--- src/rtl/legv8_ctrl_pkg.sv ---
// Shared types and encodings for the LEGv8 control units: FSM states,
// opcode match patterns, ALU operand/operation selects and instruction classes.
package legv8_ctrl_pkg;

   typedef enum logic [3:0] {
      S_RESET  = 4'd0,
      S_FETCH  = 4'd1,
      S_DECODE = 4'd2,
      S_EXEC_R = 4'd3,
      S_WB_R   = 4'd4,
      S_ADDR   = 4'd5,
      S_MEM_RD = 4'd6,
      S_MEM_WB = 4'd7,
      S_MEM_WR = 4'd8,
      S_CB     = 4'd9,
      S_B      = 4'd10,
      S_FAULT  = 4'd11
   } state_t;

   typedef enum logic [2:0] {
      C_NOP  = 3'd0,
      C_R    = 3'd1,
      C_LDUR = 3'd2,
      C_STUR = 3'd3,
      C_CB   = 3'd4,
      C_B    = 3'd5,
      C_ILL  = 3'd6
   } iclass_t;

   // R-type checks bit 10, bits 7:4 and bits 2:0 only
   localparam logic [10:0] R_MASK     = 11'b10011110111;
   localparam logic [10:0] R_MATCH    = 11'b10001010000;
   localparam logic [10:0] OP_STUR    = 11'b11111000000;
   localparam logic [10:0] OP_LDUR    = 11'b11111000010;
   localparam logic [10:0] CB_MASK    = 11'b11111111000;
   localparam logic [10:0] CBZ_MATCH  = 11'b10110100000;
   localparam logic [10:0] CBNZ_MATCH = 11'b10110101000;
   localparam logic [10:0] B_MASK     = 11'b11111100000;
   localparam logic [10:0] B_MATCH    = 11'b00010100000;

   localparam logic [1:0] ASB_REGB = 2'b00;
   localparam logic [1:0] ASB_FOUR = 2'b01;
   localparam logic [1:0] ASB_DOFF = 2'b10;
   localparam logic [1:0] ASB_BOFF = 2'b11;

   localparam logic [1:0] ALU_ADD    = 2'b00;
   localparam logic [1:0] ALU_PASSB  = 2'b01;
   localparam logic [1:0] ALU_FUNCT  = 2'b10;

   function automatic logic op_match(logic [10:0] op, logic [10:0] mask,
                                     logic [10:0] pattern);
      return (op & mask) == pattern;
   endfunction

endpackage

--- src/rtl/legv8_opdecode.sv ---
// Combinational opcode classifier, shared by the single-cycle and multicycle
// control units.
module legv8_opdecode
   import legv8_ctrl_pkg::*;
(
   input  logic [10:0] opcode,
   output iclass_t     cls,
   output logic        illegal,
   output logic        reg2loc,
   output logic        cond_inv
);

   always_comb begin
      cls      = C_ILL;
      reg2loc  = 1'b0;
      cond_inv = 1'b0;
      if (opcode == 11'd0) begin
         cls = C_NOP;
      end else if (op_match(opcode, R_MASK, R_MATCH)) begin
         cls = C_R;
      end else if (opcode == OP_LDUR) begin
         cls = C_LDUR;
      end else if (opcode == OP_STUR) begin
         cls     = C_STUR;
         reg2loc = 1'b1;
      end else if (op_match(opcode, CB_MASK, CBZ_MATCH)) begin
         cls     = C_CB;
         reg2loc = 1'b1;
      end else if (op_match(opcode, CB_MASK, CBNZ_MATCH)) begin
         cls      = C_CB;
         reg2loc  = 1'b1;
         cond_inv = 1'b1;
      end else if (op_match(opcode, B_MASK, B_MATCH)) begin
         cls = C_B;
      end
      illegal = (cls == C_ILL);
   end

endmodule

--- src/rtl/multicycle_control.sv ---
// Multicycle LEGv8 control FSM with memory-ready handshake and timeout,
// illegal-opcode pulse and cycle/retired-instruction counters.
module multicycle_control
   import legv8_ctrl_pkg::*;
#(
   parameter int MEM_TIMEOUT = 15,
   parameter int WAIT_W      = 4,
   parameter int CNT_W       = 32
) (
   input  logic             clk,
   input  logic             rst,
   input  logic [10:0]      opcode,
   input  logic             mem_ready,
   output logic             pc_write,
   output logic             pc_write_cond,
   output logic             pc_cond_inv,
   output logic             pc_src,
   output logic             ior_d,
   output logic             mem_read,
   output logic             mem_write,
   output logic             ir_write,
   output logic             mdr_write,
   output logic             mem_to_reg,
   output logic             reg_write,
   output logic             reg2loc,
   output logic             alu_src_a,
   output logic [1:0]       alu_src_b,
   output logic [1:0]       alu_op,
   output logic             illegal,
   output logic             fault,
   output logic [3:0]       state,
   output logic [CNT_W-1:0] cycle_cnt,
   output logic [CNT_W-1:0] instret_cnt
);

   // Memory handshake: in S_FETCH/S_MEM_RD/S_MEM_WR the strobes (mem_read or
   // mem_write, ior_d) hold steady until mem_ready is sampled high on a rising
   // edge; that edge completes the access and leaves the state.
   state_t            state_q, state_next;
   logic [WAIT_W-1:0] wait_cnt;
   iclass_t           cls;
   logic              dec_illegal, dec_reg2loc, dec_cond_inv;
   logic              mem_state, timeout_hit, retire;

   legv8_opdecode u_dec (
      .opcode   (opcode),
      .cls      (cls),
      .illegal  (dec_illegal),
      .reg2loc  (dec_reg2loc),
      .cond_inv (dec_cond_inv)
   );

   assign mem_state   = (state_q == S_FETCH) || (state_q == S_MEM_RD) ||
                        (state_q == S_MEM_WR);
   assign timeout_hit = (MEM_TIMEOUT != 0) && (wait_cnt == WAIT_W'(MEM_TIMEOUT));
   assign state       = state_q;

   always_comb begin
      state_next = state_q;
      case (state_q)
         S_RESET:  state_next = S_FETCH;
         S_FETCH: begin
            if (mem_ready)        state_next = S_DECODE;
            else if (timeout_hit) state_next = S_FAULT;
         end
         S_DECODE: begin
            case (cls)
               C_R:          state_next = S_EXEC_R;
               C_LDUR, C_STUR: state_next = S_ADDR;
               C_CB:         state_next = S_CB;
               C_B:          state_next = S_B;
               default:      state_next = S_FETCH;
            endcase
         end
         S_EXEC_R: state_next = S_WB_R;
         S_WB_R:   state_next = S_FETCH;
         S_ADDR: begin
            if (cls == C_LDUR)      state_next = S_MEM_RD;
            else if (cls == C_STUR) state_next = S_MEM_WR;
            else                    state_next = S_FETCH;
         end
         S_MEM_RD: begin
            if (mem_ready)        state_next = S_MEM_WB;
            else if (timeout_hit) state_next = S_FAULT;
         end
         S_MEM_WB: state_next = S_FETCH;
         S_MEM_WR: begin
            if (mem_ready)        state_next = S_FETCH;
            else if (timeout_hit) state_next = S_FAULT;
         end
         S_CB, S_B: state_next = S_FETCH;
         S_FAULT:  state_next = S_FAULT;
         default:  state_next = S_RESET;
      endcase
   end

   always_comb begin
      pc_write      = 1'b0;
      pc_write_cond = 1'b0;
      pc_cond_inv   = 1'b0;
      pc_src        = 1'b0;
      ior_d         = 1'b0;
      mem_read      = 1'b0;
      mem_write     = 1'b0;
      ir_write      = 1'b0;
      mdr_write     = 1'b0;
      mem_to_reg    = 1'b0;
      reg_write     = 1'b0;
      alu_src_a     = 1'b0;
      alu_src_b     = ASB_REGB;
      alu_op        = ALU_ADD;
      illegal       = 1'b0;
      fault         = 1'b0;
      retire        = 1'b0;
      case (state_q)
         S_FETCH: begin
            mem_read  = 1'b1;
            alu_src_b = ASB_FOUR;
            ir_write  = mem_ready;
            pc_write  = mem_ready;
         end
         S_DECODE: begin
            alu_src_b = ASB_BOFF;
            illegal   = dec_illegal;
            retire    = (cls == C_NOP);
         end
         S_EXEC_R: begin
            alu_src_a = 1'b1;
            alu_op    = ALU_FUNCT;
         end
         S_WB_R: begin
            reg_write = 1'b1;
            retire    = 1'b1;
         end
         S_ADDR: begin
            alu_src_a = 1'b1;
            alu_src_b = ASB_DOFF;
         end
         S_MEM_RD: begin
            mem_read  = 1'b1;
            ior_d     = 1'b1;
            mdr_write = mem_ready;
         end
         S_MEM_WB: begin
            reg_write  = 1'b1;
            mem_to_reg = 1'b1;
            retire     = 1'b1;
         end
         S_MEM_WR: begin
            mem_write = 1'b1;
            ior_d     = 1'b1;
            retire    = mem_ready;
         end
         S_CB: begin
            alu_src_a     = 1'b1;
            alu_op        = ALU_PASSB;
            pc_write_cond = 1'b1;
            pc_src        = 1'b1;
            pc_cond_inv   = dec_cond_inv;
            retire        = 1'b1;
         end
         S_B: begin
            pc_write = 1'b1;
            pc_src   = 1'b1;
            retire   = 1'b1;
         end
         S_FAULT: fault = 1'b1;
         default: ;
      endcase
      reg2loc = dec_reg2loc && (state_q != S_RESET) && (state_q != S_FAULT);
   end

   always_ff @(posedge clk) begin
      if (rst) begin
         state_q     <= S_RESET;
         wait_cnt    <= '0;
         cycle_cnt   <= '0;
         instret_cnt <= '0;
      end else begin
         state_q <= state_next;
         // Any exit from, or move between, memory states restarts the count
         if (mem_state && !mem_ready && (state_next == state_q))
            wait_cnt <= wait_cnt + WAIT_W'(1);
         else
            wait_cnt <= '0;
         if (state_q != S_FAULT)
            cycle_cnt <= cycle_cnt + CNT_W'(1);
         if (retire)
            instret_cnt <= instret_cnt + CNT_W'(1);
      end
   end

endmodule

--- config.mk ---
export PLATFORM = sky130hd
export DESIGN_NAME = multicycle_control
export DESIGN_NICKNAME = d
export VERILOG_FILES = /design/src/rtl/legv8_ctrl_pkg.sv /design/src/rtl/legv8_opdecode.sv /design/src/rtl/multicycle_control.sv
export SDC_FILE = /design/constraint.sdc
export NUM_CORES = 1
export LEC_CHECK = 0
export BUFFER_PORTS_ARGS = -buffer_cell sky130_fd_sc_hd__buf_2
export CORE_ASPECT_RATIO = 1.2
export CORE_UTILIZATION = 35
export DETAILED_ROUTE_END_ITERATION = 10
export PLACE_DENSITY = 0.63
export SYNTH_ARGS = -nofsm -noshare
export SYNTH_HDL_FRONTEND = slang
export SYNTH_SLANG_ARGS = --single-unit
export TNS_END_PERCENT = 1
--- constraint.sdc ---
create_clock -name clk -period 2.35 [get_ports clk]
set_clock_uncertainty 0.05 [all_clocks]
set_input_delay 0.235 -clock clk [delete_from_list [all_inputs] [get_ports clk]]
set_output_delay 0.235 -clock clk [all_outputs]
set_load 0.05 [all_outputs]
==> results of run 1 <==
## worst paths after layout
path | startpoint | to | slack, ns | cells after the start
setup / recovery | state[3] | illegal | 0.13 | 5
hold / removal | opcode[1] | state[1] | 0.32 | 3
setup reg to reg | state[1] | wait_cnt[3] | 0.17 | 6
hold reg to reg | wait_cnt[0] | wait_cnt[0] | 0.41 | 1
## layout make-up
class                           instances  area share, %
Clock buffer                           14           5.43
Timing Repair Buffer                  122           13.7
Tap cell                              132           3.27
Sequential cell                        72           28.6
Clock inverter                          2           1.19
Multi-Input combinational cell        372           46.7
Inverter                               15           1.12
## metal layers
layer	share of wire, %	GRT usage [%]
met1	46	23.5
met2	47	28.7
met3	5.3	4.02
met4	1.5	6.62
met5	0	0
## report_power, final
part | leakage, nW | internal (mW) | switching, mW
logic | 1.18 | 0.0837 | 0.196
clock network | 0.163 | 1.02 | 0.486
registers | 0.581 | 1.23 | 0.0121
total | 1.92 | 2.33 | 0.694
## synth_stat cells, drive strengths merged (8+ instances only)
master  count
or4        22
a21oi      40
nand3      27
buf         9
o21ai      12
nor3       14
xnor2      24
inv        15
nor2       44
nand4      18
o31ai      22
nor4       24
clkbuf     28
or3         8
dfxtp      72
nand2b      8
nand2      29
## cell families after synthesis
kind of cell               after synthesis  share of synthesized area [%]
adders and majority gates                3                          0.945
AOI/OAI and AO/OA                      100                           16.2
muxes                                    5                           1.32
DFF                                     72                           36.3
xor gates and xnor gates                30                           6.61
buffers and inverters                   52                           5.57
and+or+nand+nor                        234                           33.1
## what timing repair did
action                                  4_1_cts  5_1_grt
endpoints found under the setup margin        1        2
resized for setup                             1        2
hold buffers                                  0        0
cloned                                        0        0
setup buffers                                 0        0
## critical path: stages (launching register included)
cell	delay (ns)
dfxtp_1	0.34
or4b_4	0.55
buf_4	0.18
nand3b_1	0.16
nor3b_2	0.18
buf_4	0.21
## through the flow
stage / TNS (ns) / setup WS, ns / util, % / hold slack [ns] / instance area [um2]
finish: 0 / 0.127 / 45.7 / 0.318 / 5040
global placement: 0 / 0.208 / 42.6 / 0.390 / 4700
CTS: 0 / 0.0499 / 45.6 / 0.299 / 5030
detailed placement: 0 / 0.163 / 42.6 / 0.411 / 4700
global route: -0.00528 / -0.00528 / 45.7 / 0.355 / 5040
floorplan: -2.45 / -0.321 / - / 0.370 / 4000
## registers in the layout, summed over array words and instances (netlist names)
| name | flops |
|---|---|
| state | 4 |
| wait_cnt | 4 |
| cycle_cnt | 32 |
| instret_cnt | 32 |
==> results.toml, run 1 <==
[sta]
rsz0062_at_grt = "yes"
fin_crit_sh_pct = 94.6
fmax_ghz = 0.450
slew_viol_final = 0
timing.max_slew.rel_slack_pct = 51.7
hold_viol = 0
fin_crit_ns = 2.22
setup_violations = 0
tightestPinTransition_ns = 0.724

[synth]
synth_area_um2 = 3970
synth_nets = 513
synth.avg_cell_area_um2 = 8.01
yosysSeqAreaShare_pct = 36.3
synthArstFlopShare_pct = 0
synth_cells = 496
synthTopCellsByArea = "dfxtp_1, xnor2_1, a21oi_1"
ys.flop_type = "dfxtp_1"
synth_area_leader_cell = "dfxtp_1"
ys_seq_elements = 72
synth_top_area_share_pct = 36.3
synth-edff-count = 0
yosysUniqueCellTypes = 54
yosys_warnings = 0

[setup_path]
critPathRequiredTime_ns = 2.07
start_kind = "register"
crit_arrival_ns = 1.94
worstSetupPathType = "reg2out"
worstSetupEndpointType = "output pin"
cp_max_fo = 6

[grt]
antenna_found_initial = 0
grt_pass1_vias = 3611
grt_pass1_wl_um = 17400
grt_overflow = 0
grt_max_degree = 30
grtUsageTotal_pct = 18.0

[cts]
cts.sinks = 72
cts_root_buf = "clkbuf_16"
cts_inserted_buffers = 9
cts.clk_slew.worst_paths_ns = 0.06
clkLatencyLatePin_ns = 0.32
cts_htree_levels = 3
cts_tree = "built"
clock_path_buffers = 2

[pwr]
p_leak_nw = 1.92
totalPowerFinal_mw = 3.03
ir_drop_mv = 0.379
p_per_area_nw_per_um2 = 600

[finish]
nets = 609
final_common_cell = "buf_2"
n_fill_cell = 1121
antenna_cells = 0
finalNonFillerCells = 729
final_cell_mix = "buf_2, dfxtp_1, nor2_1, a21oi_1, nand2_1"
seqCellArea_um2 = 1440
drive_gt1_share_pct = 25.6
syn_to_final_growth_pct = 27.0
multi_input_area_um2 = 2350

[run_status]
status = "complete, no violations"

[die]
core_area_um2 = 11000
start_util_pct = 36.0
die_x_um = 99.3
die_area_um2 = 11800
rows = 42
boundaryPins = 101
fp.dieH_um = 119

[routing]
dr.pass1.iters = 4
drc_errors = 0
wl_um = 10600
post_drt_via_cell_ratio = 5.55
vias = 4046
ant_nets = 0
wl_per_cell_um = 14.5
initialDrtViolationCount = 188

[placed_design]
numPortBuffers = 100
place_congestion = 0.859
place.detailed.hpwl_um = 7420
placed_cells = 713

[hold_path]
holdCritPathClass = "in2reg"

[run]
drv_cap = 0
(Power assumes the default switching activity.)
==> run 2: changes to the inputs <==
Settings changed: BUFFER_PORTS_ARGS -buffer_cell sky130_fd_sc_hd__buf_2 to -buffer_cell sky130_fd_sc_hd__buf_4, CAP_MARGIN from default to 20.
==> results.toml, run 2 (same netlist as run 1, synthesis figures left out) <==
[sta]
tightestPinTransition_ns = 0.737
slew_viol_final = 0
setup_violations = 0
timing.max_slew.rel_slack_pct = 50.8
fin_crit_sh_pct = 96.5
hold_viol = 0
fin_crit_ns = 2.27
fmax_ghz = 0.441
rsz0062_at_grt = "no"
setup-tns-final_ns = 0
setup_ws_ns = 0.0826

[die]
rows = 42
die_area_um2 = 11800
boundaryPins = 101
fp.dieH_um = 119
start_util_pct = 36.0
core_area_um2 = 11000
die_x_um = 99.3

[placed_design]
place.detailed.hpwl_um = 7330
numPortBuffers = 100
place_congestion = 0.842
placed_cells = 711
post-place-ws_ns = 0.164

[run_status]
status = "complete, no violations"

[setup_path]
cp_max_fo = 11
critical_path.top_delay_family = "simple AND/OR/NAND/NOR gates"
crit_arrival_ns = 1.98
worstSetupPathType = "reg2out"
ff2ff_setup_slack_ns = 0.21
critPathRequiredTime_ns = 2.07
worst-path-buf-inv = 2
critical_path.slowest_cell = "or4b_4"
worstSetupEndpointType = "output pin"
worstPathCellList = "or4b_4 > buf_4 > nand3b_1 > nor3b_2 > buf_6"
start_kind = "register"
slowest_delay_ns = 0.54

[cts]
cts_inserted_buffers = 9
cts_htree_levels = 3
cts_root_buf = "clkbuf_16"
clkLatencyLatePin_ns = 0.33
cts.sinks = 72
clock_path_buffers = 2
cts_tree = "built"
cts_hold_buffers = 0
cts.clk_slew.worst_paths_ns = 0.06

[routing]
drc_errors = 0
dr.pass1.iters = 4
route.met3.wl_um = 626
vias = 4098
initialDrtViolationCount = 157
post_drt_via_cell_ratio = 5.64
dr_wl_met2_um = 4970
wl_um = 10500
routed.top_layer = "met4"
m1WireLength_um = 4800
ant_nets = 0
wl_per_cell_um = 14.5

[finish]
nets = 607
drive_gt1_share_pct = 25.7
finalNonFillerCells = 727
top_regs = "cycle_cnt x32, instret_cnt x32"
final_common_cell = "buf_4"
post-route-util_pct = 47.8
antenna_cells = 0
final_cell_mix = "buf_4, dfxtp_1, nor2_1, a21oi_1, nand2_1"
syn_to_final_growth_pct = 32.6

[grt]
grtUsageTotal_pct = 18.0
grt_pass1_vias = 3709
grt_pass1_wl_um = 17400
grt_max_degree = 48
grt_overflow = 0
antenna_found_initial = 0

[run]
drv_cap = 0

[pwr]
p_per_area_nw_per_um2 = 573
ir_drop_mv = 0.305
p_leak_nw = 1.91

[hold_path]
holdCritPathClass = "in2reg"
-- run 2: cell count changes in the layout (fill, tap and decap cells not counted), sizes merged --
cell	previous run	this run
clkbuf	14	10
buf	122	120
clkinv	0	2
clkinvlp	0	1
inv	15	16
-- run 2: metal layers --
layer | vias up | global-route usage [%]
met5 | - | 0
met4 | 0 | 5.61
met2 | 114 | 29.6
met1 | 1936 | 23.0
met3 | 8 | 4.61
li1 | 2040 | -
-- run 2: what timing repair did --
item                       in CTS  in global routing
setup endpoints to repair       1                  4
cloned                          0                  0
buffers inserted                0                  0
resized for setup               1                  2
-- run 2: report_power, final --
| group | switching, mW | internal [mW] |
|---|---|---|
| Combinational | 0.191 | 0.0922 |
| Clock | 0.526 | 0.961 |
| Sequential | 0.0146 | 1.23 |
-- run 2: cell type report --
cell class | count | area [um2]
clock buffers | 10 | 239
clock inverters | 6 | 90.1
fillers | 1094 | 5770
inverters | 15 | 56.3
multi-input cells | 372 | 2350
flip-flops and latches | 72 | 1440
well taps | 132 | 165
repair buffers | 120 | 930
-- run 2: worst paths after layout --
path                            cells after the start              end   startpoint
worst max-delay path                                5          illegal     state[2]
worst max register to register                      6  instret_cnt[15]     state[2]
worst min register to register                      1      wait_cnt[0]  wait_cnt[0]
worst min-delay path                                3         state[1]    opcode[1]
-- run 2: metrics by stage --
| step | hold slack [ns] | cell area [um2] | total power, mW |
|---|---|---|---|
| 4_1_cts | 0.225 | 5270 | 3.07 |
| 3_3_place_gp | 0.396 | 4930 | 1.55 |
| 2_1_floorplan | 0.370 | 4000 | 1.46 |
| 6_report | 0.244 | 5270 | 3.02 |
| 5_1_grt | 0.264 | 5270 | 3.13 |
| 3_5_place_dp | 0.403 | 4930 | 1.56 |
-- run 2: worst min-delay path, stage by stage --
cell and delay, ns:
buf_4 0.11, a311oi_1 0.12, a21oi_1 0.12
==> run 3: changes to the inputs <==
Settings changed: CTS_BUF_LIST from default to sky130_fd_sc_hd__clkbuf_16, MAX_ROUTING_LAYER from default to met4.
==> results.toml, run 3 (same netlist as run 1, synthesis figures left out) <==
[setup_path]
critPathRequiredTime_ns = 2.07
cp_max_fo = 11
worstSetupPathType = "reg2out"
slowest_delay_ns = 0.54
ff2ff_path_depth = 6
worstSetupEndpointType = "output pin"
reg2reg_to = "instret_cnt[15]"
ff2ff_setup_slack_ns = 0.21
worstPathCellList = "or4b_4 > buf_4 > nand3b_1 > nor3b_2 > buf_6"
crit_arrival_ns = 1.98
r2r_start = "state[2]"
start_kind = "register"
critical_path.slowest_cell = "or4b_4"

[run_status]
status = "complete, no violations"

[routing]
vias = 4070
post_drt_via_cell_ratio = 5.60
wl_um = 10500
ant_nets = 0
wl_per_cell_um = 14.4
initialDrtViolationCount = 152
drc_errors = 0
dr.pass1.iters = 4

[finish]
syn_to_final_growth_pct = 32.4
antenna_cells = 0
final_cell_mix = "buf_4, dfxtp_1, nor2_1, a21oi_1, nand2_1"
nets = 607
multi_input_area_um2 = 2350
n_fill_cell = 1095
final_common_cell = "buf_4"
drive_gt1_share_pct = 25.5
seqCellArea_um2 = 1440
top_regs = "cycle_cnt x32, instret_cnt x32"
design_area_um2 = 5260

[grt]
grt_max_degree = 48
grt_pass1_wl_um = 17400
grt_overflow = 0
grtUsageTotal_pct = 18.6
grt_pass1_vias = 3710
antenna_found_initial = 0

[die]
fp.dieH_um = 119
core_area_um2 = 11000
start_util_pct = 36.0
die_area_um2 = 11800
die_x_um = 99.3
boundaryPins = 101
rows = 42

[sta]
setup_violations = 0
tightestPinTransition_ns = 0.743
fin_crit_ns = 2.27
rsz0062_at_grt = "no"
fmax_ghz = 0.441
slew_viol_final = 0
fin_crit_sh_pct = 96.4
setup-tns-final_ns = 0
hold_viol = 0
timing.max_slew.rel_slack_pct = 50.4

[cts]
post_cts_resized = 1
cts_inserted_buffers = 9
cts_tree = "built"
post_cts_buffers = 0
cts_root_buf = "clkbuf_16"
clock_path_buffers = 2
clkLatencyLatePin_ns = 0.33
cts_hold_buffers = 0
cts.clk_slew.worst_paths_ns = 0.06
cts.sinks = 72
cts_htree_levels = 3

[hold_path]
holdCritPathClass = "in2reg"
min_to = "state[1]"
hold_depth = 3
holdCritStartpoint = "opcode[1]"

[pwr]
p_per_area_nw_per_um2 = 567
swShare_pct = 24.5
p_clk_share_pct = 48.7
pwr-share-comb_pct = 9.5
p_int_mw = 2.25
seq_power_share_pct = 41.8
ir_drop_mv = 0.305
netSwitchingPower_mw = 0.729
p_leak_nw = 1.90

[placed_design]
numPortBuffers = 100
place_congestion = 0.856
post_dp_cell_area_um2 = 4930
place.detailed.hpwl_um = 7330

[run]
drv_cap = 0
-- run 3: cell count changes in the layout (fill, tap and decap cells not counted) --
| cell | change |
|---|---|
| clkbuf_8 | -1 |
| clkinv_1 | +1 |
-- run 3: per-stage QoR --
stage	instances	hold WS [ns]	total power, mW	util [%]	worst slack [ns]
floorplan	496	0.370	1.46	-	-0.321
global placement	711	0.396	1.55	44.7	0.193
detailed placement	711	0.403	1.56	44.7	0.164
CTS	727	0.225	3.03	47.6	0.00578
global route	727	0.264	3.10	47.7	0.00559
finish	727	0.242	2.98	47.7	0.0843
-- run 3: layout make-up --
class	count	share of cell area, %
clock buffer	9	4.28
clock inverter	7	1.78
inverter	15	1.07
multi-input combinational	372	44.6
sequential	72	27.4
tap	132	3.14
timing repair buffer	120	17.7
-- run 3: how the worst max path moves through the flow --
stage / from / end / slack, ns / cells after the start
6_report: state[2] / illegal / 0.08 / 5
5_1_grt: state[2] / illegal / 0.006 / 5
4_1_cts: state[3] / illegal / 0.006 / 5
3_5_place_dp: state[3] / instret_cnt[9] / 0.16 / 6
3_3_place_gp: opcode[1] / instret_cnt[13] / 0.19 / 7
2_1_floorplan: state[1] / alu_op[1] / -0.32 / 4
-- run 3: power by group through the flow --
stage	Combinational [mW]	Clock (mW)	Sequential, mW
global placement	0.280	0	1.27
finish	0.283	1.45	1.25
CTS	0.284	1.50	1.25
floorplan	0.159	0	1.30
detailed placement	0.283	0	1.27
global route	0.307	1.54	1.25
-- run 3: critical path: cells and delay by family (launching register included) --
kind | cells | cell delay (ns)
buffers and inverters | 2 | 0.35
and+or+nand+nor | 3 | 0.91
DFF | 1 | 0.40
-- run 3: metal layers --
layer  vias to the layer above  GRT usage (%)  part of all wire [%]
li1                       2036              -                     -
met1                      1911           23.0                    45
met2                       115           29.8                    48
met3                         8           4.38                   5.8
met4                         0           5.61                   1.2
met5                         -              -                     0
